--- config.mk ---
export PLATFORM = sky130hd
export DESIGN_NAME = fp_halve_seq
export DESIGN_NICKNAME = d
export VERILOG_FILES = /design/src/rtl/fp_halve_seq.sv
export SDC_FILE = /design/constraint.sdc
export NUM_CORES = 1
export LEC_CHECK = 0
export CELL_PAD_IN_SITES_DETAIL_PLACEMENT = 0
export CELL_PAD_IN_SITES_GLOBAL_PLACEMENT = 1
export CORE_ASPECT_RATIO = 0.75
export CORE_UTILIZATION = 26
export CTS_CLUSTER_DIAMETER = 100
export DETAILED_ROUTE_END_ITERATION = 6
export GPL_ROUTABILITY_DRIVEN = 0
export PLACE_DENSITY_LB_ADDON = 0.1
export REMOVE_ABC_BUFFERS = 1
export SLEW_MARGIN = 15
export SYNTH_ARGS = -nofsm -noshare
export SYNTH_HDL_FRONTEND = slang
export SYNTH_SLANG_ARGS = --single-unit
--- constraint.sdc ---
create_clock -name clk -period 3.8 [get_ports clk]
set_clock_uncertainty 0.1 [all_clocks]
set_input_delay 0.38 -clock clk [delete_from_list [all_inputs] [get_ports clk]]
set_output_delay 0.38 -clock clk [all_outputs]
set_load 0.03 [all_outputs]
--- src/rtl/fp_halve_seq.sv ---
// rtl/fp_halve_seq.sv - sequential FP halving controller driving a combinational shift unit
// One halving per clock through the external unit; valid/ready on command and result sides.
module fp_halve_seq #(
  parameter int         CNT_W     = 5,
  parameter logic [3:0] OP_RSHIFT = 4'd8,
  parameter logic [3:0] OP_IDLE   = 4'd0
) (
  input  logic             clk,
  input  logic             rst,
  input  logic             cmd_valid,
  output logic             cmd_ready,
  input  logic [31:0]      cmd_data,
  input  logic [CNT_W-1:0] cmd_count,
  output logic             res_valid,
  input  logic             res_ready,
  output logic [31:0]      res_data,
  output logic             res_underflow,
  output logic [31:0]      unit_a,
  output logic [3:0]       unit_op,
  input  logic [31:0]      unit_out,
  input  logic             unit_uf
);

  typedef enum logic [1:0] {IDLE, RUN, DONE} state_t;

  state_t             state;
  logic [31:0]        acc;
  logic [CNT_W-1:0]   cnt;
  logic               uf;

  always_ff @(posedge clk) begin
    if (rst) begin
      state <= IDLE;
      acc   <= '0;
      cnt   <= '0;
      uf    <= 1'b0;
    end else begin
      case (state)
        IDLE: begin
          if (cmd_valid) begin
            acc <= cmd_data;
            cnt <= cmd_count;
            uf  <= 1'b0;
            // Zero count and Inf/NaN operands skip the unit entirely
            if (cmd_count == '0 || cmd_data[30:23] == 8'hFF)
              state <= DONE;
            else
              state <= RUN;
          end
        end
        RUN: begin
          acc <= unit_out;
          uf  <= uf | unit_uf;
          cnt <= cnt - CNT_W'(1);
          // Underflow pins the value at the minimum denormal, so further steps are pointless
          if (cnt == CNT_W'(1) || unit_uf)
            state <= DONE;
        end
        DONE: begin
          if (res_ready)
            state <= IDLE;
        end
        default: state <= IDLE;
      endcase
    end
  end

  assign cmd_ready     = (state == IDLE);
  assign res_valid     = (state == DONE);
  assign res_data      = acc;
  assign res_underflow = uf;
  assign unit_a        = acc;
  assign unit_op       = (state == RUN) ? OP_RSHIFT : OP_IDLE;

endmodule

==> Word level (Yosys, flattened, before mapping) <==
Index checks and enable logic that the tools add are counted.
{ "totals": {"input_bits": 74, "ff_bits": 40, "out_inout_bits": 71, "elab_cells": 32} }
{ "op_classes": {"muxes": 12, "n_eq_ne": 7, "reduce_logical": 7, "n_bitwise": 1, "addsub": 1} }
{ "ops": {"columns": ["operator", "count"], "rows": [
  ["case mux 32 bit (2 select lines)", 1],
  ["2-to-1 mux 32 bit", 1],
  ["case mux 5 bit (2 select lines)", 1],
  ["equality test 8 bit (second input constant)", 1],
  ["2-to-1 mux 2 bit", 4],
  ["case mux 2 bit (3 select lines)", 1],
  ["equality test 5 x 1 -> 1 bit (second input constant)", 1],
  ["logical NOT 5 bit", 1],
  ["2-to-1 mux 5 bit", 1],
  ["subtractor 5 x 1 -> 5 bit (second input constant)", 1],
  ["2-to-1 mux 4 bit", 1],
  ["!= test 2 bit (second input constant)", 2],
  ["AND reduction 3 bit", 1],
  ["equality test 2 x 1 -> 1 bit (second input constant)", 1],
  ["equality test 2 bit (second input constant)", 1],
  ["logical NOT 2 bit", 1],
  ["logical OR 1 bit", 2],
  ["!= test 2 x 1 -> 1 bit (second input constant)", 1],
  ["case mux 1 bit (2 select lines)", 1],
  ["AND reduction 2 bit", 1],
  ["nonzero test 2 bit", 1],
  ["2-to-1 mux 1 bit", 1],
  ["OR 1 bit", 1]
]} }

==> Depth between registers and ports, before layout <==
{ "depth": {"depth_word": 5, "depth_mapped": 8, "mapped_depth_nobuf": 6} }

==> Worst setup path after synthesis <==
Ideal clock, no wire load.
{ "synth_path": {"path_kind": "register to register", "from": "register state[1]", "to": "register cnt[0]", "period_less_slack_ns": 1.427, "arrival_time_ns": 1.195, "setup_slack_ns": 2.373, "stages_incl_launch_ff": 8, "path_buffers": 3, "setup_time_ns": 0.132, "required_time_ns": 3.568, "cell_sequence": "dfxtp_1 > nand2b_1 > buf_6 > inv_2 > buf_8 > buf_8 > a211oi_1 > nor3_1"} }
{ "synth_via": {"elab_chain_len": 3, "elab_cells_between_ends": 6, "classes_between": "eq/ne (2); mux (1); reduce/logical (3)"} }
{ "synth_rtl": {"columns": ["element", "line", "text"], "rows": [
  ["start, declared", "26", "state_t state;"],
  ["start signal, assigned", "33", "state <= IDLE;"],
  ["start signal, assigned", "46", "state <= DONE;"],
  ["start signal, assigned", "48", "state <= RUN;"],
  ["equality test 2 x 1 -> 1 bit / logical NOT 2 bit (equally long branches)", "38", "case (state)"],
  ["nonzero test 2 bit (no source line) / != test 2 bit (equally long branches)", null, null],
  ["AND reduction 2 bit (no source line)", null, null],
  ["end signal, assigned", "42", "cnt <= cmd_count;"],
  ["end signal, assigned", "54", "cnt <= cnt - CNT_W'(1);"],
  ["end, declared", "28", "logic [CNT_W-1:0] cnt;"]
]} }
Parallel ways exist; a longest one is shown, timed or not.
A chain may end at the register's enable or synchronous reset.

==> Worst setup path in the final report <==
{ "layout_path": {"from": "register state[0]", "to": "output unit_op[3]"} }
{ "layout_via": {"elab_chain_len": 2} }
{ "layout_rtl": {"columns": ["element", "line", "text"], "rows": [
  ["equality test 2 x 1 -> 1 bit", "73", "assign unit_op = (state == RUN) ? OP_RSHIFT : OP_IDLE;"],
  ["2-to-1 mux 4 bit", "73", null],
  ["end, declared", "19", "output logic [3:0] unit_op,"]
]} }
Every way passes these cells.

==> summary.md <==
| Metric | Value |
|---|---|
| Outcome | complete, no violations |
| TritonRoute pass-1 iters | 4 |
| Fin crit share | 69.6% |
| Top-area cell type share of the netlist area | between 30 and 40% |
| Tmin final | around 2.6 ns |
| Max FO, Critical Path | 38 |
| Clk_lat worst skew | 0.29 ns |
| Critical path cell sequence | nand2b_1 > inv_2 > buf_4 > clkdlybuf4s50_1 |
| Clock Power Share | 17.2% |
| Max-Cap Viols | 0 |
| Root Driver | clkbuf_8 |
| Commonest non-fill, non-tap cell in the layout | clkdlybuf4s50_1 |
| Clk sinks | 40 |
| Worst EP required | 3.32 ns |
| Gr usage total | approximately 16% |
| Routed WL per cell | between 10 and 15 um |
| Synth Cell Area | 0.00220 mm^2 |
| Dominant cell type by area after synthesis | dfxtp_1 |
| Placed insts | between 400 and 500 |
| Clk buf depth | 2 |
| Total Power | between 1.5 and 2 mW |
| Die Footprint | between 0.008 and 0.009 mm^2 |
| CP Launch Point | state[0] |
| Clock slew at reported path FFs | ~0.08 ns |
| Critical Path Source Type | flop |
| Initial antenna violation count | 0 |
| Final hold slack | between 0.3 and 0.4 ns |
| Most frequent cells in the layout | clkdlybuf4s50_1 (140), nand2_1 (68), nor2_1 (42), dfxtp_1 (40), a311oi_1 (29) |
| Input/output buffers | 141 |
| Placed wire-length estimate | between 4 and 5 mm |
| Final slew viol count | 0 |
| Post-synth EDFFs | 0 |
| H-Tree Depth | 2 |
| Worst setup path category | reg2out |
| Finished Layout Cells | about 480 |
| DRC | 0 |
| Syn avg cell area | 7.87 um^2 |
| Final Hold Fails | 0 |
| Synthesized instance count | 279 |
| Synth top area cells | dfxtp_1 (36%), buf_4 (13%), nand2_1 (12%) |
| TNS Setup | 0 ns |
| Final setup vio count | 0 |
| Core Util, Final | between 40% and 50% |
| Post-cts repair resize count | 0 |
| Worst r2r src | state[0] |
| Final ANT Viol Nets | 0 |
| Number of library cell types mapped by synthesis | 34 |
| Largest net degree at the start of global routing | 42 |
| Seq pwr share | between 30% and 40% |
| CTS tree | done |
| Slew @ Worst Pin | a little under 0.9 ns |
| Power Density | around 510 mW/mm^2 |
| N_diodes | 0 |
| Number of global-route vias before repair | around 2.1k |
| Most used DFF post-synth | dfxtp_1 |
| Fin nets | between 400 and 500 |
| Cts hold-fix bufs | 0 |
| Critical Path Sink Type | primary output |
| Int Pwr | 1.02 mW |
| P_sw | approximately 0.73 mW |
| Max IR drop VDD | 0.000197 V |
| First-pass GRT wire length | 10.6 mm |
| Min-delay src | cnt[4] |
| Total of warnings raised by yosys | 0 |
| Initial drt markers | 86 |
| CP max-delay cell | clkdlybuf4s50_1 |
| Vias per cell | between 4 and 5 |
| Crit path DAT | 2.17 ns |
| RSZ-0062 raised after global routing | no |
| Starting Density | 27.4% |
| CP max stage delay | 0.75 ns |
| Slew Limit Headroom | a little over two fifths |
| Sw Share | 41.7% |
| Grt ovf | 0 |
| Leak | approximately 1.3 nW |
| Synthesized flop and latch total | 40 |
| Synth-to-layout area growth | 56.9% |
| Core ar. | 0.00802 mm^2 |
| Async SR Flop Fraction | 0% |
| Fmax | 378 MHz |
| Layout cells sized above 1 | under 10% |
| Die width | 108 um |
| Gate power share | around 51% |
| Hold Crit Class | reg2reg |
| IO Pins | approximately 150 |
| Setup bufs post-CTS | 0 |
| # rows | 28 |
| Via count | roughly 2.2k |
| Final wirelength | 6.90 mm |
| Sequential area share after synthesis | ~36% |
| Num CTS Buffers | 5 |
| Die H | ~82 um |
cells in the mapped netlist, drive strengths merged, types with 2 or more instances:
cell type  count
nand2         68
buf           52
nor2          43
dfxtp         40
a311oi        32
a21oi          5
inv            5
clkbuf         4
nor3           4
a211oi         2
ha             2
nand2b         2
nand4          2
nor2b          2
o21ai          2
o2bb2ai        2
path summary, 6_finish.rpt:
kind | end | slack [ns] | cells past startpoint
hold / removal | cnt[4] | 0.39 | 2
setup / recovery | unit_op[3] | 1.15 | 4
setup reg to reg | state[1] | 2.02 | 5
hold reg to reg | cnt[4] | 0.39 | 2
worst max-delay path: cells and delay by family, from the launching register on:
kind	cells	cell delay (ns)
buffers and inverters	3	1.17
flip-flops	1	0.55
AND/OR/NAND/NOR	1	0.14
per-layer routing:
metal	part of all wire, %	global-route usage, %	wire (um)	up-vias
met5	0	0	0	-
met3	9.9	5.32	684	5
met4	0.65	4.52	45	0
li1	-	-	-	1114
met2	40	23.0	2730	102
met1	50	21.9	3430	974
cells by family after synthesis:
| logic type | Yosys count | share of synthesized area [%] |
|---|---|---|
| buffers and inverters | 61 | 20.1 |
| AND/OR/NAND/NOR | 125 | 23.0 |
| flip-flops | 40 | 36.5 |
| adder cells (fa/ha/maj) | 2 | 1.14 |
| XOR/XNOR | 1 | 0.399 |
| other | 1 | 0.171 |
| AO/OA/AOI/OAI | 49 | 18.7 |
flip-flops by register name, summed over array words and instances (netlist names):
register and count:
res_underflow 1, cnt 5, res_data 32, state 2
metrics by stage:
step,cell area [um^2],setup WS [ns]
finish,3450,1.15
global placement,3360,1.46
detailed placement,3360,1.47
global route,3450,1.02
CTS,3450,1.12
floorplan,1780,0.294
area by class of cell:
class                   instances  area (um^2)
well taps                     105          131
repair buffers                145         1440
clock buffers                   8         90.1
flip-flops and latches         40          801
inverters                       5         18.8
fillers                       873         4580
multi-input cells             180          968
power groups by stage:
stage               logic, mW  registers [mW]  clock network [mW]
finish                  0.885           0.567               0.302
CTS                     0.895           0.568               0.314
global route            0.956           0.578               0.332
detailed placement      0.892           0.577                   0
floorplan               0.247           0.811                   0
global placement        0.892           0.575                   0
Power figures use the tool's default switching activity.
